## src/rtl/tmds_rx_decoder_if.sv

```systemverilog
// rtl/tmds_rx_decoder_if.sv - serial bit stream in, decoded TMDS word stream out (stats ports with TMDS_RX_STATS_EN)
interface tmds_rx_decoder_if;
    logic        bit_en;
    logic        serial_in;
    logic        word_valid;
    logic [7:0]  data_out;
    logic [1:0]  ctrl_out;
    logic        de_out;
    logic        locked;
    logic        word_err;
`ifdef TMDS_RX_STATS_EN
    logic [15:0] err_count;
    logic        lock_loss;

    modport master (
        output bit_en, serial_in,
        input  word_valid, data_out, ctrl_out, de_out, locked, word_err,
        input  err_count, lock_loss
    );
    modport slave (
        input  bit_en, serial_in,
        output word_valid, data_out, ctrl_out, de_out, locked, word_err,
        output err_count, lock_loss
    );
`else
    modport master (
        output bit_en, serial_in,
        input  word_valid, data_out, ctrl_out, de_out, locked, word_err
    );
    modport slave (
        input  bit_en, serial_in,
        output word_valid, data_out, ctrl_out, de_out, locked, word_err
    );
`endif
endinterface

```

## src/rtl/tmds_rx_decoder.sv

```systemverilog
// rtl/tmds_rx_decoder.sv - TMDS channel deserializer, token alignment and 10b->8b decode (optional TMDS_RX_STATS_EN)
module tmds_rx_decoder #(
    parameter int LOCK_COUNT = 4,
    parameter int ERR_LIMIT  = 8
) (
    input logic             clk,
    input logic             rst,
    tmds_rx_decoder_if.slave bus
);
    typedef enum logic [1:0] {HUNT, VERIFY, LOCKED} state_t;

    state_t      state, state_nxt;
    logic [9:0]  shreg;
    logic [9:0]  win;
    logic [3:0]  bit_cnt;
    logic [3:0]  tok_cnt, tok_nxt;
    logic [7:0]  err_cnt, err_nxt;
    logic        pend;
    logic        win_tok;
    logic        sr_tok;
    logic [1:0]  sr_code;
    logic [7:0]  dprime;
    logic [7:0]  dec_data;
    logic [3:0]  n_trans;
    logic        sr_illegal;

    function automatic logic is_token(input logic [9:0] w);
        return (w == 10'b1101010100) || (w == 10'b0010101011) ||
               (w == 10'b0101010100) || (w == 10'b1010101011);
    endfunction

    // Window as it will look after the current bit step shifts in serial_in
    assign win     = {bus.serial_in, shreg[9:1]};
    assign win_tok = is_token(win);
    assign sr_tok  = is_token(shreg);

    // Decode the completed word held in the shift register for emission
    always_comb begin
        sr_code = 2'b00;
        case (shreg)
            10'b0010101011: sr_code = 2'b01;
            10'b0101010100: sr_code = 2'b10;
            10'b1010101011: sr_code = 2'b11;
            default:        sr_code = 2'b00;
        endcase
        dprime      = shreg[9] ? ~shreg[7:0] : shreg[7:0];
        dec_data    = 8'd0;
        dec_data[0] = dprime[0];
        for (int i = 1; i < 8; i++)
            dec_data[i] = shreg[8] ? (dprime[i] ^ dprime[i-1]) : ~(dprime[i] ^ dprime[i-1]);
        n_trans = 4'd0;
        for (int i = 0; i < 9; i++)
            n_trans = n_trans + {3'b000, shreg[i] ^ shreg[i+1]};
        sr_illegal = !sr_tok && (n_trans >= 4'd7);
    end

    // Alignment FSM next state and token/error counter updates
    always_comb begin
        state_nxt = state;
        tok_nxt   = tok_cnt;
        err_nxt   = err_cnt;
        case (state)
            HUNT: begin
                if (bus.bit_en && win_tok) begin
                    tok_nxt   = 4'd1;
                    state_nxt = VERIFY;
                end
            end
            VERIFY: begin
                if (bus.bit_en && bit_cnt == 4'd9) begin
                    if (win_tok) begin
                        tok_nxt = tok_cnt + 4'd1;
                        if (tok_cnt + 4'd1 == 4'(LOCK_COUNT))
                            state_nxt = LOCKED;
                    end else begin
                        tok_nxt   = 4'd0;
                        state_nxt = HUNT;
                    end
                end
            end
            LOCKED: begin
                if (pend) begin
                    if (sr_tok) begin
                        err_nxt = 8'd0;
                    end else if (sr_illegal) begin
                        if (err_cnt + 8'd1 == 8'(ERR_LIMIT)) begin
                            err_nxt   = 8'd0;
                            tok_nxt   = 4'd0;
                            state_nxt = HUNT;
                        end else begin
                            err_nxt = err_cnt + 8'd1;
                        end
                    end
                end
            end
            default: state_nxt = HUNT;
        endcase
    end

    // State register, counters and shift window
    always_ff @(posedge clk or posedge rst) begin
        if (rst) begin
            state   <= HUNT;
            shreg   <= 10'd0;
            bit_cnt <= 4'd0;
            tok_cnt <= 4'd0;
            err_cnt <= 8'd0;
            pend    <= 1'b0;
        end else begin
            state   <= state_nxt;
            tok_cnt <= tok_nxt;
            err_cnt <= err_nxt;
            pend    <= bus.bit_en && (state == LOCKED) && (bit_cnt == 4'd9);
            if (bus.bit_en) begin
                shreg <= win;
                if (state == HUNT && win_tok)
                    bit_cnt <= 4'd0;
                else
                    bit_cnt <= (bit_cnt == 4'd9) ? 4'd0 : bit_cnt + 4'd1;
            end
        end
    end

    // Registered outputs, updated one clk after the word-completing bit step
    always_ff @(posedge clk or posedge rst) begin
        if (rst) begin
            bus.word_valid <= 1'b0;
            bus.word_err   <= 1'b0;
            bus.data_out   <= 8'd0;
            bus.ctrl_out   <= 2'd0;
            bus.de_out     <= 1'b0;
            bus.locked     <= 1'b0;
        end else begin
            bus.locked     <= (state_nxt == LOCKED);
            bus.word_valid <= pend;
            bus.word_err   <= pend && sr_illegal;
            if (pend) begin
                bus.de_out <= !sr_tok;
                if (sr_tok)
                    bus.ctrl_out <= sr_code;
                else
                    bus.data_out <= dec_data;
            end
        end
    end

`ifdef TMDS_RX_STATS_EN
    // Saturating illegal-word count and a pulse on every loss of lock
    always_ff @(posedge clk or posedge rst) begin
        if (rst) begin
            bus.err_count <= 16'd0;
            bus.lock_loss <= 1'b0;
        end else begin
            bus.lock_loss <= (state == LOCKED) && (state_nxt == HUNT);
            if (pend && sr_illegal && bus.err_count != 16'hFFFF)
                bus.err_count <= bus.err_count + 16'd1;
        end
    end
`endif
endmodule

```

## src/flat_wrapper.sv

```systemverilog
// flat-port wrapper written by rule: the top's interface ports become plain ports
module tmds_rx_decoder_flat 
#(
    parameter int LOCK_COUNT = 4,
    parameter int ERR_LIMIT  = 8
)
  (clk, rst, bus_bit_en, bus_serial_in, bus_word_valid, bus_data_out, bus_ctrl_out, bus_de_out, bus_locked, bus_word_err);
  tmds_rx_decoder_if bus_i ();
  input logic clk;
  input logic rst;
  input wire logic [$bits(bus_i.bit_en)-1:0] bus_bit_en;
  input wire logic [$bits(bus_i.serial_in)-1:0] bus_serial_in;
  output wire logic [$bits(bus_i.word_valid)-1:0] bus_word_valid;
  output wire logic [$bits(bus_i.data_out)-1:0] bus_data_out;
  output wire logic [$bits(bus_i.ctrl_out)-1:0] bus_ctrl_out;
  output wire logic [$bits(bus_i.de_out)-1:0] bus_de_out;
  output wire logic [$bits(bus_i.locked)-1:0] bus_locked;
  output wire logic [$bits(bus_i.word_err)-1:0] bus_word_err;
  assign bus_i.bit_en = bus_bit_en;
  assign bus_i.serial_in = bus_serial_in;
  assign bus_word_valid = bus_i.word_valid;
  assign bus_data_out = bus_i.data_out;
  assign bus_ctrl_out = bus_i.ctrl_out;
  assign bus_de_out = bus_i.de_out;
  assign bus_locked = bus_i.locked;
  assign bus_word_err = bus_i.word_err;
  tmds_rx_decoder #(.LOCK_COUNT(LOCK_COUNT), .ERR_LIMIT(ERR_LIMIT)) u_core (.clk(clk), .rst(rst), .bus(bus_i));
endmodule
```

## config.mk

```make
export PLATFORM = sky130hd
export DESIGN_NAME = tmds_rx_decoder_flat
export DESIGN_NICKNAME = d
export VERILOG_FILES = /design/src/rtl/tmds_rx_decoder_if.sv /design/src/rtl/tmds_rx_decoder.sv /design/src/flat_wrapper.sv
export SDC_FILE = /design/constraint.sdc
export NUM_CORES = 1
export LEC_CHECK = 0
export ABC_AREA = 0
export BUFFER_PORTS_ARGS = -buffer_cell sky130_fd_sc_hd__buf_2
export CORE_ASPECT_RATIO = 0.7
export CORE_MARGIN = 3
export CORE_UTILIZATION = 65
export DETAILED_ROUTE_END_ITERATION = 10
export PLACE_DENSITY = 0.85
export SLEW_MARGIN = 20
export SYNTH_ARGS = -nofsm -noshare
export SYNTH_HDL_FRONTEND = slang
export SYNTH_SLANG_ARGS = --single-unit
```

## constraint.sdc

```tcl
create_clock -name clk -period 8.6 [get_ports clk]
set_input_delay 0.43 -clock clk [delete_from_list [all_inputs] [get_ports clk]]
set_output_delay 0.43 -clock clk [all_outputs]
set_load 0.03 [all_outputs]
```

## Yosys cells after proc, flatten, opt, wreduce, memory -nomap -nowiden

Cells that the tools add are included.

| cells by class | value |
|---|---|
| bitwise gates (word level) | 25 |
| reduce and logical (&&, ||, !) cells | 21 |
| muxes and demuxes | 31 |
| $lt $le $gt $ge | 1 |
| add/sub/neg operators | 11 |
| equality and inequality tests | 20 |

Operator list:

| cell | number |
|---|---|
| $eq A10 B10 Y1 const B | 4 |
| $mux W4 | 9 |
| $mux W8 | 4 |
| $add A4 B1 Y4 | 7 |
| $eq A10 B8 Y1 const B | 2 |
| $eq A10 B9 Y1 const B | 2 |
| $mux W2 | 8 |
| $xor A1 B1 Y1 | 16 |
| $pmux W2 S3 | 2 |
| $pmux W4 S3 | 1 |
| $ne A2 B1 Y1 const B | 5 |
| $add A4 B1 Y4 const B | 2 |
| $add A8 B1 Y8 const B | 1 |
| $eq A8 B4 Y1 const B | 1 |
| $not A1 Y1 | 8 |
| $not A8 Y8 | 1 |
| $logic_and A1 B1 Y1 | 7 |
| $mux W1 | 7 |
| $reduce_and A7 Y1 | 1 |
| $logic_or A1 B1 Y1 | 6 |
| $eq A2 B2 Y1 const B | 2 |
| $eq A4 B3 Y1 const B | 1 |
| $eq A4 B4 Y1 const B | 1 |
| $ge A4 B3 Y1 const B | 1 |
| 9 further kinds | 10 |

| word-level totals | value |
|---|---|
| output and inout bits | 14 |
| register bits | 43 |

## Depth between registers and ports, before layout

| logic depth | value |
|---|---|
| depth after elaboration | 16 |
| depth in mapped cells | 16 |

## Worst setup path before layout

OpenSTA, ideal clock, no wires.

| timing | value |
|---|---|
| kind | reg2reg |
| start | reg u_core.shreg[2] |
| end | reg u_core.tok_cnt[1] |
| required time | 8.475 ns |
| library setup time | 0.125 ns |
| buffers on the path | 0 |
| stages on the path, launching flop included | 17 |
| arrival | 4.720 ns |
| slack | 3.755 ns |
| path through | dfrtp_1 > inv_1 > ha_1 > ha_1 > fa_1 > fa_1 > inv_1 > fa_1 > inv_1 > ha_1 > fa_1 > xnor2_1 > a31o_2 > o21ai_2 > o31a_1 > or3_4 > mux2_4 |

| between the ends | value |
|---|---|
| cells in the longest elaborated chain, start to end | 13 |
| elaborated cells on any way between the ends | 35 |
| classes of those cells | add/sub (8); order compare (1); eq/ne (11); mux (3); bitwise (2); reduce/logical (10) |

Ends and longest elaborated chain:

| what | line | source |
|---|---|---|
| start: declaration | tmds_rx_decoder.sv:13 | `logic [9:0] shreg;` |
| start signal: assignment | tmds_rx_decoder.sv:115 | `shreg <= win;` |
| $xor A1 B1 Y1 | tmds_rx_decoder.sv:53 | `n_trans = n_trans + {3'b000, shreg[i] ^ shreg[i+1]};` |
| $add A1 B1 Y2 | tmds_rx_decoder.sv:53 |  |
| $add A4 B1 Y4 (7 in series) | tmds_rx_decoder.sv:53 |  |
| $ge A4 B3 Y1 | tmds_rx_decoder.sv:54 | `sr_illegal = !sr_tok && (n_trans >= 4'd7);` |
| $logic_and A1 B1 Y1 | tmds_rx_decoder.sv:54 |  |
| $ne A2 B1 Y1 (no line) | -- |  |
| $reduce_and A7 Y1 (no line) | -- |  |
| end signal: assignment | tmds_rx_decoder.sv:111 | `tok_cnt <= tok_nxt;` |
| end: declaration | tmds_rx_decoder.sv:16 | `logic [3:0] tok_cnt, tok_nxt;` |

Several ways; a longest one is shown, not always the timed one. The select of a mux whose other input is x is not followed.
A chain may end at the register's enable or synchronous reset.

## Worst setup path after layout

Same ends and word-level chain as after synthesis.

==> impl_metrics.py <==
metrics = {
    "detailed_routing": {
        "via_count": 2114,
        "drt.antenna.violating_nets": 0,
        "wl_per_cell_um": 16.7,
        "drc_errors": 0,
        "vias_per_cell": 5.99,
        "routed_wl_mm": 5.90,
        "drt_iter0_drc": 222,
        "dr.pass1.iters": 5,
    },
    "global_routing": {
        "grtUsageTotal_pct": 26.2,
        "antenna_found_initial": 0,
        "grt_remaining_overflow": 0,
        "grt_pass1_vias": 2085,
        "grt_pass1_wl_mm": 10.1,
        "grt_max_degree": 44,
    },
    "power": {
        "p_leak_nw": 1.48,
        "ir_drop_mv": 0.228,
        "powerDensity_mw_per_mm2": 247,
    },
    "timing": {
        "slew_viol_final": 0,
        "finalHoldViolCount": 0,
        "fin_worst_skew_ns": 0.00907,
        "tightest_slew_ns": 0.605,
        "fin_tns_setup_ns": 0,
        "clock.fmax_mhz": 192,
        "slew_headroom_pct": 59.6,
        "fin_crit_sh_pct": 60.7,
        "rsz0062_at_grt": "no",
        "period_needed_ns": 5.22,
        "setup_viol": 0,
    },
    "synth": {
        "synthesis.nets": 326,
        "avgSynthCellArea_um2": 9.54,
        "synth.yosys.seq_area_share_pct": 39.9,
        "async_flop_share_pct": 100,
        "syn_area_mm2": 0.00270,
        "ys.flop_type": "dfrtp_1",
        "ys_seq_elements": 43,
        "synthCells": 283,
        "synth_edf_count": 0,
        "yosysWarnings": 0,
        "synthDistinctLibCells": 46,
    },
    "floorplan": {
        "die_h_um": 59.9,
        "die_w_um": 83.0,
        "rows": 18,
        "start_util_pct": 72.2,
        "pin_count": 18,
        "core_mm2": 0.00374,
        "dieArea_mm2": 0.00497,
    },
    "cells_and_area": {
        "drive_above_1_share_pct": 10.9,
        "syn2layout_area_growth_pct": 10.1,
        "stdcell_count": 353,
        "final_util_pct": 79.5,
        "area.sequential_mm2": 0.00108,
        "num-fill-cells": 251,
        "n_antenna_cell": 0,
        "fin_nets": 345,
        "multi_input_area_mm2": 0.00149,
    },
    "critical_path": {
        "critPathCaptureType": "flop",
        "endpoint": "u_core.tok_cnt[1]",
        "worstRegToRegCells": 16,
        "r2r_slack_ns": 3.38,
        "r2r-end": "u_core.tok_cnt[1]",
        "worstPathRequired_ns": 8.79,
        "worstPathArrival_ns": 5.41,
        "cp_max_fo": 6,
        "critPathLaunchType": "flop",
        "critPathLaunch": "u_core.shreg[2]",
        "r2r_start": "u_core.shreg[2]",
        "path_class": "reg -> reg",
    },
    "clock_network": {
        "htreeDepth": 2,
        "cts_tree": "built",
        "clk_pin_slew_ns": 0.09,
        "clock_latency_ns": 0.30,
        "numCtsBuffers": 5,
        "cts_resized": 0,
        "clock_sinks": 43,
        "postCtsSetupRepairBufs": 0,
        "cts_buffer_depth": 2,
        "root_buffer": "clkbuf_8",
        "cts_hold_buffers": 0,
    },
    "job": {
        "drv_cap": 0,
    },
    "hold_path": {
        "hold_path_class": "in -> async",
    },
    "placed_design": {
        "dp_cells": 345,
        "place.gp.congestion": 0.916,
        "dp_hpwl_mm": 4.20,
        "io_buffers": 17,
    },
    "run_status": {
        "status": "completed",
    },
}
==> routing by layer <==
layer | GRT usage (%) | share of wire [%] | vias to the layer above | wire length, µm
met5 | 0 | 0 | - | 0
met4 | 6.06 | 0.78 | 0 | 46
met3 | 5.92 | 7.5 | 9 | 443
met2 | 44.3 | 47 | 100 | 2790
met1 | 35.1 | 44 | 999 | 2630
li1 | - | - | 1006 | -
==> synth_stat cells (3+ instances only) <==
cell	instances	area, µm²
inv_1	32	120
o31ai_1	5	37.5
nand4_1	4	25.0
dfrtp_1	43	1080
o22ai_1	3	18.8
nor2_1	13	48.8
fa_1	5	100
ha_1	34	425
nand2_1	38	143
o21ai_0	32	160
and3_1	5	31.3
nand3_1	6	30.0
a21oi_1	5	25.0
clkbuf_1	6	22.5
xnor2_1	13	114
nand2b_1	3	18.8
==> worst max-delay path, stage by stage (launching register included) <==
cell and delay (ns):
dfrtp_1 0.47, inv_1 0.12, ha_1 0.29, ha_1 0.31
fa_1 0.51, fa_1 0.54, inv_1 0.05, fa_1 0.54
inv_1 0.06, ha_1 0.23, fa_1 0.41, xnor2_1 0.19
a31o_2 0.23, o21ai_2 0.08, o31a_1 0.37, or3_4 0.43
mux2_4 0.30
==> stage by stage <==
step	power [mW]	setup WS [ns]	hold WS (ns)	area (µm²)
after CTS	0.729	3.38	0.300	2960
after floorplan	0.462	3.75	0.352	2700
after global placement	0.504	3.61	0.457	2830
after detailed placement	0.536	3.42	0.468	2830
final	0.734	3.38	0.269	2970
after global routing	0.779	3.16	0.314	2970
==> state kept, by name, summed over array words and instances, names as in the netlist <==
signal,flops
u_core.bit_cnt,4
u_core.bus.ctrl_out,2
u_core.bus.data_out,8
u_core.bus.de_out,1
u_core.bus.locked,1
u_core.bus.word_err,1
u_core.bus.word_valid,1
u_core.err_cnt,8
u_core.pend,1
u_core.shreg,10
u_core.state,2
u_core.tok_cnt,4
==> cell families after synthesis <==
kind of cell	Yosys count	synth area share [%]
muxes	4	1.72
xor gates and xnor gates	15	4.87
DFF	43	39.9
AOI/OAI and AO/OA	65	15.0
adders and majority gates	39	19.5
and+or+nand+nor	79	13.8
buffers and inverters	38	5.29
==> cell usage in the layout, fill, tap and decap left out, drive strengths merged, types with 2 or more instances in the layout <==
| cell | Yosys | layout |
|---|---|---|
| nor2 | 13 | 13 |
| nand2b | 3 | 3 |
| nand4 | 4 | 4 |
| xor2 | 2 | 2 |
| and3 | 5 | 5 |
| o31ai | 5 | 5 |
| o22a | 2 | 2 |
| nand2 | 38 | 38 |
| o41ai | 2 | 2 |
| a31oi | 2 | 2 |
| dfrtp | 43 | 43 |
| o21bai | 2 | 2 |
| a21oi | 5 | 5 |
| buf | 0 | 18 |
| nor3 | 2 | 2 |
| xnor2 | 13 | 13 |
| o22ai | 3 | 3 |
| bufinv | 0 | 2 |
| o21ai | 33 | 33 |
| mux2i | 2 | 2 |
| clkbuf | 6 | 6 |
| nand3 | 6 | 6 |
| ha | 34 | 34 |
| fa | 5 | 5 |
| inv | 32 | 32 |
| mux2 | 2 | 2 |
==> where the power goes <==
| group | leakage (nW) | internal [mW] | switching (mW) |
|---|---|---|---|
| Sequential | 0.578 | 0.220 | 0.0249 |
| Clock | 0.0654 | 0.116 | 0.0710 |
| Combinational | 0.832 | 0.126 | 0.175 |
| Total | 1.48 | 0.463 | 0.271 |
==> final cells by class <==
| cell class | count | share of cell area, % |
|---|---|---|
| flip-flops and latches | 43 | 36.2 |
| repair buffers | 18 | 3.12 |
| clock inverters | 2 | 2.02 |
| inverters | 32 | 4.04 |
| multi-input cells | 202 | 50.1 |
| clock buffers | 6 | 2.44 |
| well taps | 50 | 2.11 |
==> worst min-delay path by stage <==
stage / cells past startpoint / end / slack, ns / start
after global placement: 2 / u_core.bus.data_out[6] / 0.46 / u_core.bus.data_out[6]
after CTS: 3 / u_core.err_cnt[0] / 0.30 / rst
after detailed placement: 2 / u_core.bus.data_out[0] / 0.47 / u_core.bus.data_out[0]
final: 3 / u_core.err_cnt[2] / 0.27 / rst
after floorplan: 0 / u_core.bus.word_valid / 0.35 / u_core.pend
after global routing: 3 / u_core.bus.word_err / 0.31 / rst
(Power assumes the default switching activity.)
